[src/rtl/fetch_pkg.sv]
// Shared types and constants for the instruction-fetch stage.
//   DEFAULT_ADDRESS_WIDTH / DEFAULT_INS_WIDTH : default PC and instruction widths
//   NOP_INSTR      : encoding used for pipeline bubbles (addi x0,x0,0)
//   fetch_state_t  : fetch FSM states
//   if_id_t        : IF/ID pipeline register payload
package fetch_pkg;

    localparam int unsigned DEFAULT_ADDRESS_WIDTH = 8;
    localparam int unsigned DEFAULT_INS_WIDTH     = 32;

    localparam logic [DEFAULT_INS_WIDTH-1:0] NOP_INSTR = 32'h0000_0013;

    typedef enum logic [1:0] {
        BOOT   = 2'd0,
        RUN    = 2'd1,
        HALTED = 2'd2
    } fetch_state_t;

    typedef struct packed {
        logic [DEFAULT_INS_WIDTH-1:0]     instr;
        logic [DEFAULT_ADDRESS_WIDTH-1:0] pc;
        logic [DEFAULT_ADDRESS_WIDTH-1:0] pc_plus4;
        logic                             valid;
    } if_id_t;

    // Bubble payload; also the reset value of the IF/ID register.
    localparam if_id_t IF_ID_BUBBLE = '{
        instr:    NOP_INSTR,
        pc:       '0,
        pc_plus4: '0,
        valid:    1'b0
    };

endpackage

[src/rtl/fetch_stage_if_id_reg.sv]
// IF/ID pipeline register.
//   clk, rst_n : clock, async active-low reset (resets to bubble)
//   bubble_i   : load a bubble (highest priority)
//   load_i     : load data_i
//   data_i     : payload to load
//   q_o        : registered payload
// With neither control asserted the register holds.
module if_id_reg
    import fetch_pkg::*;
(
    input  logic   clk,
    input  logic   rst_n,
    input  logic   bubble_i,
    input  logic   load_i,
    input  if_id_t data_i,
    output if_id_t q_o
);

    if_id_t ifid_q;

    always_ff @(posedge clk or negedge rst_n) begin
        if (!rst_n) begin
            ifid_q <= IF_ID_BUBBLE;
        end else if (bubble_i) begin
            ifid_q <= IF_ID_BUBBLE;
        end else if (load_i) begin
            ifid_q <= data_i;
        end
    end

    assign q_o = ifid_q;

endmodule

[src/rtl/fetch_stage.sv]
// Instruction-fetch stage: owns the PC, drives the ROM address and captures
// the returned instruction into the IF/ID register.
//   clk, rst_n          : clock, async active-low reset
//   rom_addr / rom_data : ROM byte address (= PC) and its combinational data
//   stall               : decode back-pressure, hold PC and IF/ID
//   redirect/redirect_pc: taken branch/jump target (low two bits dropped)
//   halt                : stop fetching until reset
//   instr_d, pc_d, pc_plus4_d, valid_d : IF/ID outputs to decode
//   misalign            : one-cycle flag, last redirect target was unaligned
//   halted              : FSM is in HALTED
// The IF/ID payload struct is sized by the package defaults; the width
// parameters here are expected to match them.
module fetch_stage
    import fetch_pkg::*;
#(
    parameter int unsigned ADDRESS_WIDTH = DEFAULT_ADDRESS_WIDTH,
    parameter int unsigned INS_WIDTH     = DEFAULT_INS_WIDTH,
    parameter int unsigned RESET_PC      = 0
) (
    input  logic                     clk,
    input  logic                     rst_n,
    output logic [ADDRESS_WIDTH-1:0] rom_addr,
    input  logic [INS_WIDTH-1:0]     rom_data,
    input  logic                     stall,
    input  logic                     redirect,
    input  logic [ADDRESS_WIDTH-1:0] redirect_pc,
    input  logic                     halt,
    output logic [INS_WIDTH-1:0]     instr_d,
    output logic [ADDRESS_WIDTH-1:0] pc_d,
    output logic [ADDRESS_WIDTH-1:0] pc_plus4_d,
    output logic                     valid_d,
    output logic                     misalign,
    output logic                     halted
);

    fetch_state_t               state_q, state_d;
    logic [ADDRESS_WIDTH-1:0]   fetch_pc_q, fetch_pc_d;
    logic                       misalign_q, misalign_d;
    logic [ADDRESS_WIDTH-1:0]   pc_inc;
    logic                       ifid_load, ifid_bubble;
    if_id_t                     ifid_data, ifid_q;

    assign pc_inc = ADDRESS_WIDTH'(fetch_pc_q + ADDRESS_WIDTH'(4));

    // State register.
    always_ff @(posedge clk or negedge rst_n) begin
        if (!rst_n) begin
            state_q <= BOOT;
        end else begin
            state_q <= state_d;
        end
    end

    // Next-state logic: a redirect in the same cycle defers halt.
    always_comb begin
        state_d = state_q;
        case (state_q)
            BOOT:    state_d = RUN;
            RUN:     if (halt && !redirect) state_d = HALTED;
            default: state_d = state_q;
        endcase
    end

    // Fetch controls: redirect > halt > stall > normal fetch, RUN only.
    always_comb begin
        fetch_pc_d  = fetch_pc_q;
        misalign_d  = 1'b0;
        ifid_load   = 1'b0;
        ifid_bubble = 1'b0;
        ifid_data   = ifid_q;
        case (state_q)
            RUN: begin
                if (redirect) begin
                    fetch_pc_d  = {redirect_pc[ADDRESS_WIDTH-1:2], 2'b00};
                    misalign_d  = |redirect_pc[1:0];
                    ifid_bubble = 1'b1;
                end else if (halt) begin
                    // Entering HALTED: keep IF/ID contents but mark them dead.
                    ifid_load       = 1'b1;
                    ifid_data.valid = 1'b0;
                end else if (!stall) begin
                    fetch_pc_d         = pc_inc;
                    ifid_load          = 1'b1;
                    ifid_data.instr    = DEFAULT_INS_WIDTH'(rom_data);
                    ifid_data.pc       = DEFAULT_ADDRESS_WIDTH'(fetch_pc_q);
                    ifid_data.pc_plus4 = DEFAULT_ADDRESS_WIDTH'(pc_inc);
                    ifid_data.valid    = 1'b1;
                end
            end
            default: ;
        endcase
    end

    // PC and misalign flag.
    always_ff @(posedge clk or negedge rst_n) begin
        if (!rst_n) begin
            fetch_pc_q <= ADDRESS_WIDTH'(RESET_PC);
            misalign_q <= 1'b0;
        end else begin
            fetch_pc_q <= fetch_pc_d;
            misalign_q <= misalign_d;
        end
    end

    if_id_reg u_if_id_reg (
        .clk      (clk),
        .rst_n    (rst_n),
        .bubble_i (ifid_bubble),
        .load_i   (ifid_load),
        .data_i   (ifid_data),
        .q_o      (ifid_q)
    );

    assign rom_addr   = fetch_pc_q;
    assign instr_d    = INS_WIDTH'(ifid_q.instr);
    assign pc_d       = ADDRESS_WIDTH'(ifid_q.pc);
    assign pc_plus4_d = ADDRESS_WIDTH'(ifid_q.pc_plus4);
    assign valid_d    = ifid_q.valid;
    assign misalign   = misalign_q;
    assign halted     = (state_q == HALTED);

endmodule

[config.mk]
export PLATFORM = sky130hd
export DESIGN_NAME = fetch_stage
export DESIGN_NICKNAME = d
export VERILOG_FILES = /design/src/rtl/fetch_pkg.sv /design/src/rtl/fetch_stage_if_id_reg.sv /design/src/rtl/fetch_stage.sv
export SDC_FILE = /design/constraint.sdc
export NUM_CORES = 1
export LEC_CHECK = 0
export ABC_CLOCK_PERIOD_IN_PS = 3800
export CAP_MARGIN = 10
export CORE_ASPECT_RATIO = 0.75
export CORE_MARGIN = 3
export CORE_UTILIZATION = 44
export CTS_CLUSTER_DIAMETER = 40
export CTS_CLUSTER_SIZE = 30
export DETAILED_ROUTE_END_ITERATION = 10
export GPL_TIMING_DRIVEN = 0
export MAX_ROUTING_LAYER = met4
export PLACE_DENSITY = 0.91
export SYNTH_ARGS = -nofsm -noshare
export SYNTH_HDL_FRONTEND = slang
export SYNTH_SLANG_ARGS = --single-unit
[constraint.sdc]
create_clock -name clk -period 3.8 [get_ports clk]
set_clock_uncertainty 0.2 [all_clocks]
set_input_delay 0.76 -clock clk [delete_from_list [all_inputs] [get_ports clk]]
set_output_delay 0.76 -clock clk [all_outputs]
set_load 0.05 [all_outputs]
==> impl_results.md, run 1 <==
- Mapped Area: 0.00222 mm2
- Core Box Area: 0.00465 mm2
- Adder-Cell Fraction of Synth Area: 0.00564
- Final Wtd Congestion: 0.812
- Clock root buffer: clkbuf_8
- Antenna-violating nets left: 0
- Leak pwr: 0.00150 uW
- Peak supply drop: 0.532 mV
- RSZ-0062 raised after global routing: false
- CTS tree: yes
- Sequential area share after synthesis: 0.622
- Critical Path AT: 1750 ps
- FMAX: 369 MHz
- Crit. End Element: output port
- Worst r2r path cells: 5
- Antenna cells: 0
- # clock sinks: 55
- Total power draw: 2630 uW
- DR WL/cell: 16.6 um
- WL final: 5550 um
- # Max-Cap Violations: 0
- Max_slew headroom: 0.646
- Synth cell types: 37
- Post-DP HPWL: 4120 um
- Slowest-stage cell, CP: clkdlybuf4s50_1
- Synth top area share: 0.586
- Clock-pin transition on the worst setup and hold timing paths: 90 ps
- Status: completed
- First-pass GRT wire length: 8830 um
- R2R Setup Slk: 2070 ps
- Resized cells post-CTS: 0
- DP Area: 0.00331 mm2
- R2R Path End: rom_addr[6]$_DFFE_PN0P_
- Worst Setup EP: halted
- Row count: 21
- Pwr Density: 772 mW/mm2
- Pins Over Slew Limit: 0
- Synth Register Bits: 55
- WS Path Type: register to output port
- Commonest cells after routing, fill and taps aside: 99 x clkdlybuf4s50_1, 52 x dfrtp_1, 36 x a22o_1
- Total number of vias: 1795
- Final global-route overflow total: 0
- Cell Chain, Critical Path: nor2b_1 -> clkdlybuf4s50_1
- Final setup viols: 0
- XOR/XNOR share of the synthesized area: 0.0158
- Die X-Extent: 88.0 um
- CP startpoint kind: register
- Mapped Avg Cell Area: 13.1 um2
- Top cell type by total area after synthesis: dfrtp_1
- Min Tclk post-route: 2710 ps
- Area of the die: 0.00594 mm2
- TNS Setup: 0 ps
- Commonest non-fill, non-tap cell in the layout: clkdlybuf4s50_1
- Largest net degree at the start of global routing: 35
- Antenna violations before repair: 0
- Nets@finish: 324
- Number of global-route vias before repair: 1770
- Longest Clk Path Bufs: 2
- Layout cells sized above 1: 0.112
- Mux cell area share after synthesis: 0.00902
- Total CTS buffers: 5
- CP startpoint: state_q[0]$_DFFE_PN0P_
- Dominant synthesized flop cell: dfrtp_1
- Final Hold Fails: 0
- Detailed Routing Iterations Pass 1: 4
- Complex-gate fraction of the synthesized area: 0.225
- Hold Path Class: primary input to asynchronous set/reset pin
- Slowest stage delay, CP: 840 ps
- Starting DRT DRC Count: 59
- Async SR Flop Fraction: 1.00
- Gate Count Post-Synth: 169
- Critical R2R Launch: rom_addr[2]$_DFFE_PN0P_
- Area contributors post-synth: dfrtp_1 59%, a22o_1 14%, dfstp_2 3.6%
- Worst-margin pin slew: 529 ps
- DR vias/cell: 5.36
- GRT Total Usage: 0.201
- Number of synthesized flops with an enable pin: 0
- Post-CTS setup buffers: 0
- YS warnings: 0
- Remaining DRCs: 0
- Area growth from synthesis to layout: 53.8%
- Port Buffers: 100
- Hold buffers post-CTS: 0
- Crit path max fanout: 4
- # IOs: 104
- Post-Synth Simple-Gate Area: 0.0710
- Die Y: 67.5 um
- H-Tree Depth: 2
- Final Cell Area: 0.00341 mm2
- Initial core utilization: 0.477
- Largest family of logic cells by synthesized area: compound AO/OA/AOI/OAI gates
- Period utilization: 0.713
- Clock latency on the worst-skew pair: 300 ps
- WP data required: 2840 ps
[cells by family after synthesis]
group	Yosys count
xor gates and xnor gates	4
and+or+nand+nor	27
DFF	55
other	1
adders and majority gates	1
muxes	2
buffers and inverters	16
AOI/OAI and AO/OA	63
[through the flow]
stage          std cells  hold WS [ps]  utilization  setup WS, ps
3_3_place_gp         327           271        0.709           195
5_1_grt              335           255        0.734          1040
3_5_place_dp         328           278        0.712          1260
6_report             335           215        0.734          1090
2_1_floorplan        170           247            -          1720
4_1_cts              335           231        0.734          1090
[Yosys cell counts (2+ instances only)]
cell type and count:
dfstp_2 3, a21o_1 2, nor2b_1 2, nand2_1 6, o21ai_1 8, a21oi_1 4
xor2_1 2, mux2i_1 2, a22o_1 36, xnor2_1 2, o22a_1 3, buf_6 2
dfrtp_1 52, buf_4 8, o21a_1 2, nor2_1 6, and3_1 3, nand3_1 2
buf_2 5, o21ai_0 2
[final cells by class]
type | instances | area (um2)
tap | 57 | 71.3
multi-input combinational | 99 | 732
clock buffer | 6 | 72.6
timing repair buffer | 101 | 1020
buffer | 15 | 108
sequential | 55 | 1380
fill | 353 | 1240
clock inverter | 1 | 30.0
inverter | 1 | 3.75
[power by group]
part | switching, uW | internal [uW] | leakage, uW
Combinational | 845 | 499 | 0.000752
Sequential | 144 | 774 | 0.000699
Clock | 179 | 193 | 0.0000513
Total | 1170 | 1470 | 0.00150
[critical path, delay by kind of cell (launching register included)]
kind | cells | cell delay, ps
flip-flops | 1 | 420
AND/OR/NAND/NOR | 1 | 190
buffers and inverters | 1 | 840
[flip-flops by register name, summed over array words and instances, names as in the netlist]
register	flops
misalign	1
rom_addr	6
state_q	2
u_if_id_reg.q_o	46
[worst min path at each step]
| stage | slack (ps) | start | depth (start not counted) | to |
|---|---|---|---|---|
| global placement | 270 | state_q[1]$_DFFE_PN0P_ | 1 | state_q[1]$_DFFE_PN0P_ |
| finish | 210 | rst_n | 1 | u_if_id_reg.q_o[28]$_DFFE_PN0P_ |
| global route | 260 | rst_n | 1 | rom_addr[6]$_DFFE_PN0P_ |
| detailed placement | 280 | u_if_id_reg.q_o[5]$_DFFE_PN0P_ | 2 | u_if_id_reg.q_o[5]$_DFFE_PN0P_ |
| CTS | 230 | rst_n | 1 | u_if_id_reg.q_o[48]$_DFFE_PN0P_ |
| floorplan | 250 | state_q[1]$_DFFE_PN0P_ | 1 | state_q[1]$_DFFE_PN0P_ |
[layer usage]
| metal | vias up | track usage | routed length [um] |
|---|---|---|---|
| li1 | 831 | - | - |
| met1 | 885 | 0.274 | 2570 |
| met2 | 70 | 0.297 | 2530 |
| met3 | 9 | 0.0585 | 391 |
| met4 | 0 | 0.0547 | 63 |
| met5 | - | - | 0 |
No activity file was read; power rests on OpenSTA's default activity.
==> run 2, diff against run 1 <==
--- a/config.mk
+++ b/config.mk
@@ -5,17 +5,17 @@
 export SDC_FILE = /design/constraint.sdc
 export NUM_CORES = 1
 export LEC_CHECK = 0
-export ABC_CLOCK_PERIOD_IN_PS = 3800
+export ABC_CLOCK_PERIOD_IN_PS = 2800
 export CAP_MARGIN = 10
 export CORE_ASPECT_RATIO = 0.75
 export CORE_MARGIN = 3
-export CORE_UTILIZATION = 44
+export CORE_UTILIZATION = 41
 export CTS_CLUSTER_DIAMETER = 40
 export CTS_CLUSTER_SIZE = 30
 export DETAILED_ROUTE_END_ITERATION = 10
 export GPL_TIMING_DRIVEN = 0
 export MAX_ROUTING_LAYER = met4
-export PLACE_DENSITY = 0.91
+export PLACE_DENSITY = 0.86
 export SYNTH_ARGS = -nofsm -noshare
 export SYNTH_HDL_FRONTEND = slang
 export SYNTH_SLANG_ARGS = --single-unit
==> constraint.sdc (replaced) <==
create_clock -name clk -period 2.8 [get_ports clk]
set_clock_uncertainty 0.2 [all_clocks]
set_input_delay 0.56 -clock clk [delete_from_list [all_inputs] [get_ports clk]]
set_output_delay 0.56 -clock clk [all_outputs]
set_load 0.05 [all_outputs]
==> run 2 against run 1 <==
  * Clock-buffer cell count fell by 1
  * Final area rose by 1.5%
  * Critical path depth did not move
  * Register-to-register slack got worse by 960 ps
  * Worst setup slack got worse by 760 ps
  * Clock power rose by 62%
  * Wire length fell by 5.7%
  * Utilization fell by 5.0 points
  * First-iteration DRC count rose by 46%
  * Die area rose by 6.7%
  * Sequential share of layout area fell by 0.61 points
  * Via count fell by 3.2%
==> impl_results.md, run 2 (synthesis gave the netlist of run 1 again) <==
- # IOs: 104
- Max_slew headroom: 0.642
- Final Wtd Congestion: 0.760
- Post-DP HPWL: 3980 um
- # clock sinks: 55
- Hold Path Class: primary input to asynchronous set/reset pin
- Comb pwr share: 0.498
- Worst-margin pin slew: 536 ps
- Slowest-stage cell, CP: clkdlybuf4s50_1
- R2R Setup Slk: 1110 ps
- Status: completed
- CTS tree: yes
- Area of the die: 0.00634 mm2
- Longest Clk Path Bufs: 2
- Psw: 1580 uW
- Final setup viols: 0
- # fillers: 391
- DR vias/cell: 4.95
- Area growth from synthesis to layout: 56.1%
- Row count: 22
- Antenna violations before repair: 0
- Layout cells sized above 1: 0.118
- Number of global-route vias before repair: 1757
- Worst r2r path cells: 5
- Critical R2R Launch: rom_addr[2]$_DFFE_PN0P_
- Initial core utilization: 0.438
- Antenna-violating nets left: 0
- R2R Path End: rom_addr[6]$_DFFE_PN0P_
- Die Y: 69.7 um
- Starting DRT DRC Count: 86
- Clock latency on the worst-skew pair: 300 ps
- Pwr Density: 1060 mW/mm2
- H-Tree Depth: 2
- Antenna cells: 0
- Slowest stage delay, CP: 830 ps
- Detailed Routing Iterations Pass 1: 4
- Final global-route overflow total: 0
- Max reg flops: 46
- Clock power share: 0.165
- Sw frac: 0.432
- Min Tclk post-route: 2460 ps
- Largest net degree at the start of global routing: 35
- Leak pwr: 0.00151 uW
- # Max-Cap Violations: 0
- Final Cell Area: 0.00347 mm2
- Commonest cells after routing, fill and taps aside: 99 x clkdlybuf4s50_1, 52 x dfrtp_1, 36 x a22o_1
- Post-CTS setup buffers: 0
- Nets@finish: 324
- Peak supply drop: 0.532 mV
- Flop pwr share: 0.337
- RSZ-0062 raised after global routing: false
- Clock root buffer: clkbuf_8
- Multi-input gate area: 732 um2
- Cell Chain, Critical Path: nor2b_1 -> clkdlybuf4s50_1
- Register area: 0.00138 mm2
- Commonest non-fill, non-tap cell in the layout: clkdlybuf4s50_1
- GRT Total Usage: 0.176
- DR WL/cell: 14.9 um
- Resized cells post-CTS: 0
- Hold buffers post-CTS: 0
- Hold_ws: 11.6 ps
- WP data required: 2040 ps
- Crit. End Element: output port
- WS Path Type: register to output port
- Total CTS buffers: 5
- Final Core Density: 0.684
- WL final: 5230 um
- Die X-Extent: 91.0 um
- Total number of vias: 1738
- Core Box Area: 0.00506 mm2
- Remaining DRCs: 0
- First-pass GRT wire length: 8740 um
- Crit path max fanout: 4
- Clock-pin transition on the worst setup and hold timing paths: 100 ps
- Port Buffers: 100
- FMAX: 406 MHz
- CP startpoint kind: register
- Final Hold Fails: 0
- Period utilization: 0.880
- Internal power: 2080 uW
- Critical Path AT: 1700 ps
- Pins Over Slew Limit: 0
- DP Area: 0.00333 mm2
[run 2: through the flow]
step	TNS [ps]	setup slack (ps)	instances	total power (uW)
after floorplan	0	906	170	2410
after global placement	-31130	-599	342	3060
after detailed placement	0	495	343	3090
after CTS	0	322	351	3710
after global routing	0	267	351	3830
final	0	336	351	3670
[run 2: how the worst max path moves through the flow]
stage / startpoint / endpoint / cells past startpoint
after global routing: state_q[0]$_DFFE_PN0P_ / halted / 2
final: state_q[0]$_DFFE_PN0P_ / halted / 2
after detailed placement: halt / rom_addr[6]$_DFFE_PN0P_ / 6
after global placement: rst_n / u_if_id_reg.q_o[31]$_DFFE_PN0P_ / 1
after floorplan: rom_addr[2]$_DFFE_PN0P_ / rom_addr[6]$_DFFE_PN0P_ / 5
after CTS: state_q[0]$_DFFE_PN0P_ / halted / 2
[run 2: worst max-delay path: cells and delay by family, from the launching register on]
| kind | cells | cell delay, ps |
|---|---|---|
| flip-flops | 1 | 420 |
| AND/OR/NAND/NOR | 1 | 160 |
| buffers and inverters | 1 | 830 |
[run 2: routing by layer]
layer,global-route usage,part of all wire
met3,0.0564,0.073
met2,0.254,0.45
met1,0.245,0.47
met4,0.0401,0.0069
met5,-,0
[run 2: cell type report]
type | instances | share of cell area
Sequential cell | 55 | 0.398
Clock buffer | 5 | 0.0199
Clock inverter | 3 | 0.0195
Timing Repair Buffer | 101 | 0.293
Tap cell | 72 | 0.0260
Buffer | 15 | 0.0310
Multi-Input combinational cell | 99 | 0.211
Inverter | 1 | 0.00108
[run 2: power groups by stage]
stage          Combinational [uW]  Sequential, uW  Clock, uW
6_report                     1830            1230        606
5_1_grt                      1900            1270        655
4_1_cts                      1840            1240        625
3_5_place_dp                 1840            1250          0
3_3_place_gp                 1820            1240          0
2_1_floorplan                 316            2090          0
